===== src/rtl/frogger_pkg.sv =====
// Shared types and playfield constants for the frog hopper game block.
package frogger_pkg;

  typedef enum logic [2:0] {
    IDLE  = 3'd0,
    HOP   = 3'd1,
    DYING = 3'd2,
    WIN   = 3'd3,
    OVER  = 3'd4
  } state_t;

  typedef enum logic [1:0] {
    UP    = 2'd0,
    DOWN  = 2'd1,
    LEFT  = 2'd2,
    RIGHT = 2'd3
  } dir_t;

  localparam int GRID_STEP     = 32;
  localparam int SCREEN_WIDTH  = 640;
  localparam int SCREEN_HEIGHT = 480;
  localparam int SPAWN_X       = 304;
  localparam int SPAWN_Y       = 448;
  localparam int GOAL_Y        = 15;

  // Same-cycle presses resolve up > down > left > right.
  function automatic dir_t pick_dir(input logic up, input logic down, input logic left);
    if (up) begin
      return UP;
    end else if (down) begin
      return DOWN;
    end else if (left) begin
      return LEFT;
    end
    return RIGHT;
  endfunction

endpackage


===== src/rtl/frame_counter.sv =====
// Loadable down-counter stepped by frame ticks; done flags the tick that empties it.
module frame_counter #(
  parameter int W = 5
) (
  input  logic         clk,
  input  logic         reset_n,
  input  logic         load,
  input  logic [W-1:0] load_value,
  input  logic         tick,
  output logic         done
);

  logic [W-1:0] count_reg;

  always_ff @(posedge clk or negedge reset_n) begin
    if (!reset_n) begin
      count_reg <= '0;
    end else if (load) begin
      count_reg <= load_value;
    end else if (tick && (count_reg != '0)) begin
      count_reg <= count_reg - W'(1);
    end
  end

  assign done = tick && (count_reg == W'(1));

endmodule


===== src/rtl/frog_hopper.sv =====
// Frog sprite controller: grid hops, one-deep move queue, platform drift,
// death/respawn timing, lives and goal detection.
module frog_hopper
  import frogger_pkg::*;
#(
  parameter int STEP         = GRID_STEP,
  parameter int HOP_FRAMES   = 4,
  parameter int FROG_SIZE    = 32,
  parameter int SCREEN_W     = SCREEN_WIDTH,
  parameter int SCREEN_H     = SCREEN_HEIGHT,
  parameter int START_X      = SPAWN_X,
  parameter int START_Y      = SPAWN_Y,
  parameter int END_Y        = GOAL_Y,
  parameter int LIVES        = 3,
  parameter int LIVES_W      = $clog2(LIVES + 1),
  parameter int DEATH_FRAMES = 30
) (
  input  logic               clk,
  input  logic               reset_n,
  input  logic               frame_tick,
  input  logic               enable,
  input  logic               restart,
  input  logic               btn_up,
  input  logic               btn_down,
  input  logic               btn_left,
  input  logic               btn_right,
  input  logic               collision,
  input  logic               carry_en,
  input  logic [3:0]         carry_dx,
  output logic [9:0]         pos_x,
  output logic [9:0]         pos_y,
  output logic [1:0]         facing,
  output logic               hopping,
  output logic               dying,
  output logic               reached_end,
  output logic               game_over,
  output logic [LIVES_W-1:0] lives
);

  localparam int TW      = $clog2(((DEATH_FRAMES > HOP_FRAMES) ? DEATH_FRAMES : HOP_FRAMES) + 1);
  localparam int T_HOP   = 0;
  localparam int T_DEATH = 1;

  localparam logic [9:0]         HOP_D     = 10'(STEP / HOP_FRAMES);
  localparam logic [9:0]         X0        = 10'(START_X);
  localparam logic [9:0]         Y0        = 10'(START_Y);
  localparam logic [9:0]         GOAL      = 10'(END_Y);
  localparam logic signed [10:0] X_MAX     = 11'(SCREEN_W - FROG_SIZE);
  localparam logic [11:0]        STEP_W    = 12'(STEP);
  localparam logic [11:0]        MOVE_SPAN = 12'(FROG_SIZE + STEP);
  localparam logic [11:0]        LIM_W     = 12'(SCREEN_W);
  localparam logic [11:0]        LIM_H     = 12'(SCREEN_H);

  state_t             state_reg, state_next;
  logic [9:0]         pos_x_reg, pos_x_next;
  logic [9:0]         pos_y_reg, pos_y_next;
  dir_t               facing_reg, facing_next;
  dir_t               hop_dir_reg, hop_dir_next;
  dir_t               queue_dir_reg, queue_dir_next;
  logic               queue_valid_reg, queue_valid_next;
  logic [LIVES_W-1:0] lives_reg, lives_next;

  logic [1:0]         timer_load, timer_tick, timer_done;
  logic [1:0][TW-1:0] timer_value;

  for (genvar gi = 0; gi < 2; gi++) begin : g_timer
    frame_counter #(.W(TW)) u_timer (
      .clk        (clk),
      .reset_n    (reset_n),
      .load       (timer_load[gi]),
      .load_value (timer_value[gi]),
      .tick       (timer_tick[gi]),
      .done       (timer_done[gi])
    );
  end

  logic               tick_en, active, hop_tick, carry_tick;
  logic               btn_any, req_valid, move_ok, carry_death, death;
  dir_t               btn_dir, req_dir;
  logic [9:0]         x_hop, y_hop, x_new;
  logic signed [10:0] x_sum;

  always_comb begin
    tick_en    = enable && frame_tick;
    active     = (state_reg == IDLE) || (state_reg == HOP);
    hop_tick   = (state_reg == HOP) && tick_en;
    carry_tick = active && tick_en && carry_en;

    btn_any   = btn_up || btn_down || btn_left || btn_right;
    btn_dir   = pick_dir(btn_up, btn_down, btn_left);
    req_valid = btn_any || queue_valid_reg;
    req_dir   = btn_any ? btn_dir : queue_dir_reg;

    move_ok = 1'b0;
    case (req_dir)
      UP:      move_ok = {2'b00, pos_y_reg} >= STEP_W;
      DOWN:    move_ok = ({2'b00, pos_y_reg} + MOVE_SPAN) <= LIM_H;
      LEFT:    move_ok = {2'b00, pos_x_reg} >= STEP_W;
      default: move_ok = ({2'b00, pos_x_reg} + MOVE_SPAN) <= LIM_W;
    endcase

    x_hop = pos_x_reg;
    y_hop = pos_y_reg;
    if (hop_tick) begin
      case (hop_dir_reg)
        UP:      y_hop = pos_y_reg - HOP_D;
        DOWN:    y_hop = pos_y_reg + HOP_D;
        LEFT:    x_hop = pos_x_reg - HOP_D;
        default: x_hop = pos_x_reg + HOP_D;
      endcase
    end

    // Drift is applied on top of the hop step; leaving the playfield kills and clamps.
    x_sum       = $signed({1'b0, x_hop}) + $signed({{7{carry_dx[3]}}, carry_dx});
    x_new       = x_hop;
    carry_death = 1'b0;
    if (carry_tick) begin
      if (x_sum < 11'sd0) begin
        x_new       = '0;
        carry_death = 1'b1;
      end else if (x_sum > X_MAX) begin
        x_new       = X_MAX[9:0];
        carry_death = 1'b1;
      end else begin
        x_new = x_sum[9:0];
      end
    end

    death = enable && active && (collision || carry_death);
  end

  always_comb begin
    state_next       = state_reg;
    pos_x_next       = pos_x_reg;
    pos_y_next       = pos_y_reg;
    facing_next      = facing_reg;
    hop_dir_next     = hop_dir_reg;
    queue_dir_next   = queue_dir_reg;
    queue_valid_next = queue_valid_reg;
    lives_next       = lives_reg;
    timer_load       = '0;
    timer_value      = '0;
    timer_tick       = '0;
    timer_tick[T_HOP]   = hop_tick;
    timer_tick[T_DEATH] = (state_reg == DYING) && tick_en;

    if (restart) begin
      state_next       = IDLE;
      pos_x_next       = X0;
      pos_y_next       = Y0;
      facing_next      = UP;
      hop_dir_next     = UP;
      queue_dir_next   = UP;
      queue_valid_next = 1'b0;
      lives_next       = LIVES_W'(LIVES);
      timer_load       = 2'b11;
    end else if (!enable) begin
      queue_valid_next = 1'b0;
    end else begin
      if (active) begin
        pos_x_next = x_new;
        pos_y_next = y_hop;
      end
      case (state_reg)
        IDLE, HOP: begin
          if (death) begin
            state_next              = DYING;
            lives_next              = (lives_reg == '0) ? '0 : lives_reg - LIVES_W'(1);
            queue_valid_next        = 1'b0;
            timer_load[T_DEATH]     = 1'b1;
            timer_value[T_DEATH]    = TW'(DEATH_FRAMES);
          end else if (state_reg == HOP) begin
            if (btn_any) begin
              queue_valid_next = 1'b1;
              queue_dir_next   = btn_dir;
            end
            if (timer_done[T_HOP]) begin
              state_next = IDLE;
            end
          end else if (pos_y_reg <= GOAL) begin
            state_next = WIN;
          end else if (req_valid) begin
            facing_next      = req_dir;
            queue_valid_next = 1'b0;
            if (move_ok) begin
              state_next         = HOP;
              hop_dir_next       = req_dir;
              timer_load[T_HOP]  = 1'b1;
              timer_value[T_HOP] = TW'(HOP_FRAMES);
            end
          end
        end
        DYING: begin
          if (timer_done[T_DEATH]) begin
            if (lives_reg == '0) begin
              state_next = OVER;
            end else begin
              state_next = IDLE;
              pos_x_next = X0;
              pos_y_next = Y0;
            end
          end
        end
        default: begin
        end
      endcase
    end
  end

  always_ff @(posedge clk or negedge reset_n) begin
    if (!reset_n) begin
      state_reg       <= IDLE;
      pos_x_reg       <= X0;
      pos_y_reg       <= Y0;
      facing_reg      <= UP;
      hop_dir_reg     <= UP;
      queue_dir_reg   <= UP;
      queue_valid_reg <= 1'b0;
      lives_reg       <= LIVES_W'(LIVES);
    end else begin
      state_reg       <= state_next;
      pos_x_reg       <= pos_x_next;
      pos_y_reg       <= pos_y_next;
      facing_reg      <= facing_next;
      hop_dir_reg     <= hop_dir_next;
      queue_dir_reg   <= queue_dir_next;
      queue_valid_reg <= queue_valid_next;
      lives_reg       <= lives_next;
    end
  end

  assign pos_x       = pos_x_reg;
  assign pos_y       = pos_y_reg;
  assign facing      = facing_reg;
  assign lives       = lives_reg;
  assign hopping     = (state_reg == HOP);
  assign dying       = (state_reg == DYING);
  assign reached_end = (state_reg == WIN);
  assign game_over   = (state_reg == OVER);

endmodule


===== config.mk =====
export PLATFORM = sky130hd
export DESIGN_NAME = frog_hopper
export DESIGN_NICKNAME = d
export VERILOG_FILES = /design/src/rtl/frogger_pkg.sv /design/src/rtl/frame_counter.sv /design/src/rtl/frog_hopper.sv
export SDC_FILE = /design/constraint.sdc
export NUM_CORES = 1
export LEC_CHECK = 0
export CAP_MARGIN = 10
export CORE_MARGIN = 2
export CORE_UTILIZATION = 25
export CTS_BUF_LIST = sky130_fd_sc_hd__clkbuf_4
export CTS_CLUSTER_SIZE = 24
export DETAILED_ROUTE_END_ITERATION = 12
export SETUP_SLACK_MARGIN = 0.4
export SYNTH_ARGS = -nofsm -noshare
export SYNTH_HDL_FRONTEND = slang
export SYNTH_SLANG_ARGS = --single-unit

===== constraint.sdc =====
create_clock -name clk -period 3.7 [get_ports clk]
set_input_delay 0.555 -clock clk [delete_from_list [all_inputs] [get_ports clk]]
set_output_delay 0.555 -clock clk [all_outputs]
set_load 0.03 [all_outputs]

* Word level (Yosys, flattened, before mapping)
Index checks and enable logic that the tools add are counted.
Operators by class: add/subtract/negate cells 10, eq/ne operators 21, multiplexer cells 97, reduce and logical (&&, ||, !) cells 40, order comparisons 7
Operators with widths (number):
- $mux W10 | 20
- $mux W2 | 33
- $mux W3 | 15
- $pmux W10 S2 | 2
- $mux W5 | 5
- $add A10 B7 Y11 const B | 2
- $add A10 B4 Y10 const B | 2
- $ge A10 B6 Y1 const B | 2
- $mux W1 | 20
- $sub A10 B4 Y10 const B | 2
- $reduce_bool A2 Y1 | 8
- $ne A6 B6 Y1 const B | 2
- $reduce_and A6 Y1 | 2
- $add A11 B4 Y11 | 1
- $gt A11 B11 Y1 const B | 1
- $le A11 B10 Y1 const B | 1
- $le A11 B9 Y1 const B | 1
- $logic_and A1 B1 Y1 | 11
- $lt A11 B1 Y1 const B | 1
- $eq A5 B1 Y1 const B | 2
- $le A10 B4 Y1 const B | 1
- $reduce_bool A5 Y1 | 2
- $sub A5 B1 Y5 const B | 2
- $reduce_and A4 Y1 | 2
- 22 further kinds | 35
Word-level totals: register bits 42, bits of input ports 15, word-level logic and storage cells 185

* Logic depth before layout (Yosys ltp)
depth after elaboration 16, mapped depth 19, gate-level depth less buffers 18

* By module
A second synthesis with hierarchy kept.
Unflattened totals: cell total of the unflattened synthesis 408, area, all modules 3509.6 um^2
Modules (own cells, without submodules):
- frog_hopper | area an instance 2836.5 um^2, sequential area each 735.7 um^2, cells an instance 338, times used 1
- frame_counter | area an instance 336.6 um^2, sequential area each 125.1 um^2, cells an instance 35, times used 2

* Worst setup path after synthesis
Ideal clock, no wire load.
path type reg-to-reg, from register hop_dir_reg[0], to register facing_reg[0], in the netlist facing[0], period minus slack after synthesis 3.965 ns, library setup time 0.132 ns, path slack -0.265 ns, data arrival time 3.834 ns, buffers on the path 1, required time 3.568 ns, cell stages (with the launch flop) 19, path through dfrtp_1 -> nand2b_1 -> clkbuf_1 -> xnor2_1 -> ha_1 -> or2_2 -> nor2_1 -> a21oi_1 -> nor2_1 -> xor2_1 -> ha_1 -> and3_1 -> a221oi_2 -> xnor2_1 -> o311a_2 -> o311a_4 -> nor3_4 -> mux2i_1 -> nor2_1
On the way: longest elaborated chain between the ends 13, elaborated cells between the ends (all ways) 16, those cells by class add/sub (1); order compare (2); eq/ne (3); mux (5); reduce/logical (5)
RTL lines:
- from (decl) | line frog_hopper.sv:58 | dir_t hop_dir_reg, hop_dir_next;
- from (signal assigned) | line frog_hopper.sv:225 | hop_dir_reg <= hop_dir_next;
- $eq A2 B1 Y1 or $logic_not A2 Y1 (tied branches) | line frog_hopper.sv:105 | case (hop_dir_reg)
- $reduce_or A2 Y1 (no line)
- $pmux W10 S2 * | line frog_hopper.sv:105
- $mux W10 * | line frog_hopper.sv:104 | if (hop_tick) begin
- $add A11 B4 Y11 * | line frog_hopper.sv:114 | x_sum = $signed({1'b0, x_hop}) + $signed({{7{carry_dx[3]}}, carry_dx});
- $gt A11 B11 Y1 | line frog_hopper.sv:121 | end else if (x_sum > X_MAX) begin
- $mux W1 | line frog_hopper.sv:121
- $mux W1 * | line frog_hopper.sv:118 | if (x_sum < 11'sd0) begin
- $mux W1 * | line frog_hopper.sv:117 | if (carry_tick) begin
- $logic_or A1 B1 Y1 * | line frog_hopper.sv:129 | death = enable && active && (collision || carry_death);
- $logic_and A1 B1 Y1 * | line frog_hopper.sv:129
- $ne A2 B2 Y1 (no line) *
- $reduce_and A6 Y1 (no line) *
- to (signal assigned) | line frog_hopper.sv:224 | facing_reg <= facing_next;
- to (decl) | line frog_hopper.sv:57 | dir_t facing_reg, facing_next;
Every way passes the cells marked *; elsewhere a longest branch is shown, timed or not. A chain may end at the register's enable or synchronous reset.

* Worst setup path after layout
from register hop_dir_reg[0], to register facing_reg[1], in the netlist facing[1]
Same word-level chain as after synthesis.

==> results.py <==
metrics = {
    "sta": {
        "maxSlewViolCount": 0,
        "layout_setup_ws_ns": -0.118,
        "worst_pin_slew_ns": 0.933,
        "timing.fmax_mhz": 262,
        "slew_headroom_pct": 37.8,
        "post-route-period-util_pct": 103,
        "finClkSkew_ns": 0.00827,
        "hold_violations": 0,
        "rsz0062_at_grt": "true",
        "fin_setup_tns_ns": -0.651,
        "fin_crit_ns": 3.82,
        "setup_violations": 10,
    },
    "global_route": {
        "grt_max_degree": 40,
        "antenna_found_initial": 0,
        "grt_overflow_total": 0,
        "grt_util_all_layers_pct": 13.7,
        "grt_pass1_vias": 3174,
        "grt_pass1_wl_um": 16000,
    },
    "critical_path": {
        "cp-startpoint": "hop_dir_reg[0]",
        "reg2reg_depth": 18,
        "timing.rr.start": "hop_dir_reg[0]",
        "crit_type": "flop to flop",
        "r2r_end": "facing[1]",
        "start_kind": "flop",
        "worst_ep_required_time_ns": 3.94,
        "critical_path_arrival_ns": 4.06,
        "rrSetupSlack_ns": -0.12,
        "path_max_fanout": 7,
        "endpoint_kind": "flop",
        "setup.worst_path.end": "facing[1]",
    },
    "layout": {
        "area.growth.synth_to_final_pct": 37.6,
        "finalNetCount": 532,
        "fin_util_pct": 35.0,
        "nFillCells": 1373,
        "n_antenna_cell": 0,
        "layout-drive-gt1-share_pct": 24.0,
    },
    "power_and_ir_drop": {
        "ir_drop_mv": 0.199,
        "seqPwrFrac_pct": 41.3,
        "p_total_mw": 1.14,
        "p_switching_mw": 0.410,
        "p_per_area_nw_per_um2": 248,
        "switching_share_pct": 36.0,
        "p_clk_share_pct": 19.9,
        "power.leakage_nw": 1.96,
        "combPwrFrac_pct": 38.8,
        "power.internal_mw": 0.729,
    },
    "routing": {
        "initialDrtViolationCount": 144,
        "viasPerCell": 4.91,
        "drtPass1Iterations": 4,
        "drc": 0,
        "via_count": 3254,
        "postRouteAntennaNets": 0,
        "wire_per_inst_um": 14.9,
        "totalWireLength_um": 9890,
    },
    "clocking": {
        "tritoncts": "built",
        "cts_buffers": 5,
        "h-tree-depth": 2,
        "clkLatencyLatePin_ns": 0.35,
        "clk_pin_slew_ns": 0.12,
        "cts_max_path_buffers": 2,
        "cts_num_sinks": 39,
        "cts_root_buf": "clkbuf_4",
    },
    "die": {
        "start_util_pct": 25.4,
        "die_x_um": 120,
        "rows": 42,
        "ioPinCount": 43,
        "core_um2": 13100,
        "fp.dieArea_um2": 14300,
        "die_h_um": 120,
    },
    "logic_synthesis": {
        "ys.flop_type": "dfrtp_1",
        "synth_area_leaders": "dfrtp_1 23%, ha_1 11%, dfstp_2 6.3%, a21oi_1 5.1%, nor2_1 4.8%",
        "syn_avg_cell_area_um2": 8.43,
        "postSynthCellCount": 396,
        "ys_ff_latch": 39,
        "ys_warn_count": 0,
        "synth-async-reset-ratio_pct": 100,
        "synth.yosys.seq_area_share_pct": 29.5,
        "ys_types": 65,
        "synth.most_common_cell": "nor2_1",
        "synth-edff-count": 0,
        "yosysTopAreaCell": "dfrtp_1",
        "synth_top_area_share_pct": 23.2,
        "syn_area_um2": 3340,
        "synth_common_cells": "43 x nor2_1, 34 x a21oi_1, 31 x dfrtp_1, 31 x nand2_1, 29 x ha_1",
    },
    "placed_design": {
        "post-dp-hpwl_um": 7670,
        "place_congestion": 0.895,
        "placement.io_buffers": 39,
        "pre_cts_ws_ns": -0.372,
    },
    "worst_hold_path": {
        "hp-class": "primary input to asynchronous set/reset pin",
    },
    "job": {
        "max_cap_viol_count": 0,
    },
    "status": {
        "run_status": "finished with violations",
        "violations": "negative setup slack",
    },
}
final cells by class:
type | instances | area [um2] | share of cell area [%]
clock buffers | 6 | 45.0 | 0.980
clock inverters | 2 | 7.51 | 0.163
inverters | 21 | 78.8 | 1.72
multi-input cells | 324 | 2420 | 52.6
flip-flops and latches | 39 | 986 | 21.5
well taps | 176 | 220 | 4.79
repair buffers | 95 | 841 | 18.3
metrics by stage:
step	instances	hold WS [ns]	cell area [um2]
6_report	663	0.329	4590
4_1_cts	660	0.344	4460
3_5_place_dp	650	0.508	4310
3_3_place_gp	650	0.501	4310
2_1_floorplan	398	0.259	3390
5_1_grt	663	0.378	4590
metal layers:
metal | vias to the layer above | wire length (um) | GRT usage [%]
li1 | 1604 | - | -
met5 | - | 0 | 0
met2 | 70 | 4700 | 23.4
met4 | 0 | 261 | 4.49
met3 | 21 | 277 | 1.57
met1 | 1559 | 4650 | 18.2
power groups by stage:
stage               sequential (mW)  combinational (mW)  clock, mW
detailed placement            0.477               0.396          0
floorplan                     0.488               0.214          0
finish                        0.470               0.442      0.227
global route                  0.473               0.479      0.256
CTS                           0.469               0.410      0.237
global placement              0.476               0.392          0
worst min path at each step:
stage	from	end	slack (ns)
2_1_floorplan	reset_n	facing[0]	0.26
3_3_place_gp	lives[1]	lives[1]	0.50
3_5_place_dp	lives[1]	lives[1]	0.51
4_1_cts	reset_n	g_timer[1].u_timer.count_reg[4]	0.34
5_1_grt	reset_n	g_timer[1].u_timer.count_reg[4]	0.38
6_report	reset_n	state_reg[2]	0.33
worst max-delay path, stage by stage (launching register included):
cell	delay, ns
dfrtp_1	0.39
nand2b_4	0.16
xnor2_2	0.13
ha_2	0.18
or2_4	0.26
nor2_4	0.11
a21oi_2	0.04
nor2_1	0.13
xor2_1	0.21
ha_1	0.29
and3_4	0.20
a221oi_4	0.25
o21bai_1	0.12
xor2_1	0.18
o311a_4	0.44
nor3_4	0.21
buf_12	0.15
mux2i_1	0.18
nor2_1	0.06
timing repair:
| item | 4_1_cts | 5_1_grt |
|---|---|---|
| buffers inserted | 2 | 3 |
| pin swaps | 6 | 15 |
| resized for setup | 13 | 22 |
| endpoints found under the setup margin | 31 | 31 |
| hold buffers | 0 | 0 |
cell families (layout without fill, tap and decap cells):
logic type,after synthesis,count (layout),share of synthesized area [%]
muxes,11,11,3.41
other,1,3,0.112
xor gates and xnor gates,26,26,6.82
and+or+nand+nor,144,144,22.0
buffers and inverters,35,124,4.27
adders and majority gates,31,31,12.1
DFF,39,39,29.5
AOI/OAI and AO/OA,109,109,21.8
layout by cell type, fill, tap and decap left out, drive strengths merged, types with 4 or more instances in the layout:
cell           synthesis  layout
a21oi                 34      34
a21boi                 4       4
inv                   21      21
nand2                 33      33
dfrtp                 31      31
xnor2                 16      16
o22ai                  5       5
o21bai                 4       4
mux2i                  8       8
ha                    29      29
dfstp                  8       8
a21o                   7       7
nand3                  8       8
xor2                  10      10
or2                    6       6
buf                    3      57
clkdlybuf4s50          0      38
nor4                   4       4
and3                   9       9
o21ai                 21      21
nor3                  17      17
clkbuf                11       6
a31oi                  4       4
nand2b                 6       6
a211oi                 7       7
nor2                  45      45
No activity file was read; power rests on OpenSTA's default activity.
==> edit, RTL diff (same settings) <==
Register the outputs `hopping`, `dying`, `reached_end` and `game_over`, without a reset; this adds one clock of latency there. The other outputs are not delayed to match.
--- a/src/rtl/frog_hopper.sv
+++ b/src/rtl/frog_hopper.sv
@@ -234,8 +234,10 @@
   assign facing      = facing_reg;
   assign lives       = lives_reg;
-  assign hopping     = (state_reg == HOP);
-  assign dying       = (state_reg == DYING);
-  assign reached_end = (state_reg == WIN);
-  assign game_over   = (state_reg == OVER);
+  always_ff @(posedge clk) begin
+    hopping     <= (state_reg == HOP);
+    dying       <= (state_reg == DYING);
+    reached_end <= (state_reg == WIN);
+    game_over   <= (state_reg == OVER);
+  end
 
 endmodule
Check against the original RTL: not equivalent (a bounded check fails within 4 cycles, from zero or initial values and one cycle with reset_n low).
==> edit against the unedited design <==
The flow still finishes with violations (negative setup slack). Clock skew down 0.0034 ns. Power up 1.7%. Die area up 4.6%. Count of clock-buffer cells in the layout unchanged. Final area up 7.5%. Worst setup slack worse by 0.023 ns. Clock power up 13%. Utilization up 0.89 points. Non-clock buffer count up 12. Sequential cell count up 4. Routed wire length up 10%. Sequential power up 8.7%. Global-route usage up 0.87 points. Area after synthesis up 4.8%. Highest routed layer unchanged.
==> edit: results (changes against the unedited design) <==
Number of enable flip-flop cells after synthesis - 0 (unchanged)
Worst-case clock buffer depth - 2 (unchanged)
Worst Slack Setup Final - -0.142 ns (-0.0233 ns)
Post-synth top area share - 22.2% (-1.1 points)
Synth warn - 0 (unchanged)
H-tree levels - 2 (unchanged)
Main flop type after synthesis - dfrtp_1
Layout net count - 558 (+4.9%)
Cell types with the highest counts after synthesis - 41 x nor2_1, 32 x a21oi_1, 31 x dfrtp_1, 31 x nand2_1, 29 x ha_1
Leak - 2.13 nW (+8.8%)
Main area contributors after synthesis - dfrtp_1 22%, ha_1 10%, dfstp_2 6.0%
Net switching fraction of the power - 35.1% (-0.87 points)
Routed wire length per instance - 15.7 µm (+5.5%)
Maximum fanout along the worst path - 6 (-1)
CTS Root Cell - clkbuf_4
Run status - finished, violations left
Share of post-route cells with drive strength above 1 - 30.0% (+6.0 points)
All-Layer GR Usage - 14.6% (+0.87 points)
Hold Crit Class - in2async
Clock-pin slew on the worst setup and hold paths - 0.14 ns (+0.02 ns)
Total half-perimeter wirelength after legalization and detailed placement - 7.82 mm (+1.9%)
Violated checks - negative setup slack
Port Buffer Count - 39 (unchanged)
Cell area after placement - 4480 µm² (+3.8%)
Maximum number of pins on one net before global-route repair - 40 (unchanged)
Register-to-Register Path Depth - 15 (-3)
Sequential area share after synthesis - 30.5% (+0.94 points)
Number of antenna violations at the first check in global routing - 0 (unchanged)
First-pass GRT wire length - 17.4 mm (+9.2%)
Ant. Diodes - 0 (unchanged)
Post-Route Skew - 0.00485 ns (-0.00342 ns)
Worst Tran Pin Value - 0.949 ns (+0.0156 ns)
Vias in the first global route - 3,567 (+12%)
Fraction of registers with async set or reset after synthesis - 90.7% (-9.3 points)
Final setup fails - 20 (+10)
Placer congestion estimate - 0.848 (-5.2%)
Average vias per placed instance - 5.04 (+2.6%)
Worst skew pair latency - 0.39 ns (+0.04 ns)
Maximum vdd ir drop - 0.179 mV (-10%)
Number of iterations in the first detailed-routing pass - 5 (+1)
Worst endpoint data arrival time - 4.13 ns (+0.07 ns)
Number of buffers added by the clock tree synthesis step - 5 (unchanged)
Total Neg Setup Slack - -1.42 ns (-0.767 ns)
Count of different cell masters after synthesis - 72 (+11%)
Initial detailed-routing violation count - 169 (+17%)
## edit: per-layer routing
metal	global-route usage, %	up-vias	routed length (µm)
met5	0	-	0
li1	-	1681	-
met3	2.32	23	480
met1	17.9	1698	4520
met4	5.39	0	276
met2	25.8	88	5630
## edit: what timing repair did
| item | in CTS | in global routing |
|---|---|---|
| pin swaps | 22 | 25 |
| hold buffers | 0 | 0 |
| resized for setup | 20 | 40 |
| buffers inserted | 10 | 8 |
| setup endpoints to repair | 31 | 31 |
## edit: logic make-up after synthesis
logic type	share of synthesized area [%]
AOI/OAI and AO/OA	22.8
xor gates and xnor gates	6.22
adders and majority gates	11.5
buffers and inverters	4.61
DFF	30.5
muxes	2.75
other	0.107
and+or+nand+nor	21.5
## edit: final cells by class
class	count	area, µm²
tap	180	225
multi-input combinational	331	2570
inverter	24	90.1
clock inverter	2	12.5
fill	1445	8830
timing repair buffer	107	930
sequential	43	1070
clock buffer	6	45.0
## edit: path summary, 6_finish.rpt
check,from,end,slack (ns)
worst max-delay path,frame_tick,facing[1],-0.14
min in group clk,lives[1],lives[1],0.51
worst min-delay path,reset_n,pos_y[5],0.29
max in group asynchronous,reset_n,g_timer[0].u_timer.count_reg[0],2.82
worst max register to register,hop_dir_reg[0],facing[1],-0.14
worst min register to register,lives[1],lives[1],0.51
## edit: metrics by stage
stage / setup slack, ns / power, W / cells / hold slack, ns / utilization [%]
after floorplan: -0.184 / 0.000722 / 412 / 0.259 / -
after CTS: -0.173 / 0.00113 / 685 / 0.330 / 34.1
after global routing: -0.276 / 0.00122 / 693 / 0.352 / 35.9
after global placement: -0.480 / 0.000847 / 667 / 0.498 / 32.5
after detailed placement: -0.570 / 0.000853 / 667 / 0.508 / 32.5
final: -0.142 / 0.00116 / 693 / 0.291 / 35.9
## edit: worst max-delay path, cell delays in order
cell	delay, ns
clkdlybuf4s50_1	0.49
nand4_1	0.17
or2_2	0.40
a21oi_4	0.16
xor2_2	0.18
ha_1	0.28
buf_6	0.14
a221oi_4	0.37
xnor2_2	0.19
o2111ai_2	0.19
a311oi_4	0.39
nand2_1	0.13
nand3_1	0.14
mux2_2	0.35
## edit: power by group through the flow
stage                     clock (W)  combinational (W)  sequential (W)
after CTS                  0.000262           0.000358        0.000510
final                      0.000256           0.000391        0.000511
after floorplan                   0           0.000188        0.000534
after detailed placement          0           0.000334        0.000518
after global routing       0.000282           0.000423        0.000514
after global placement            0           0.000329        0.000518
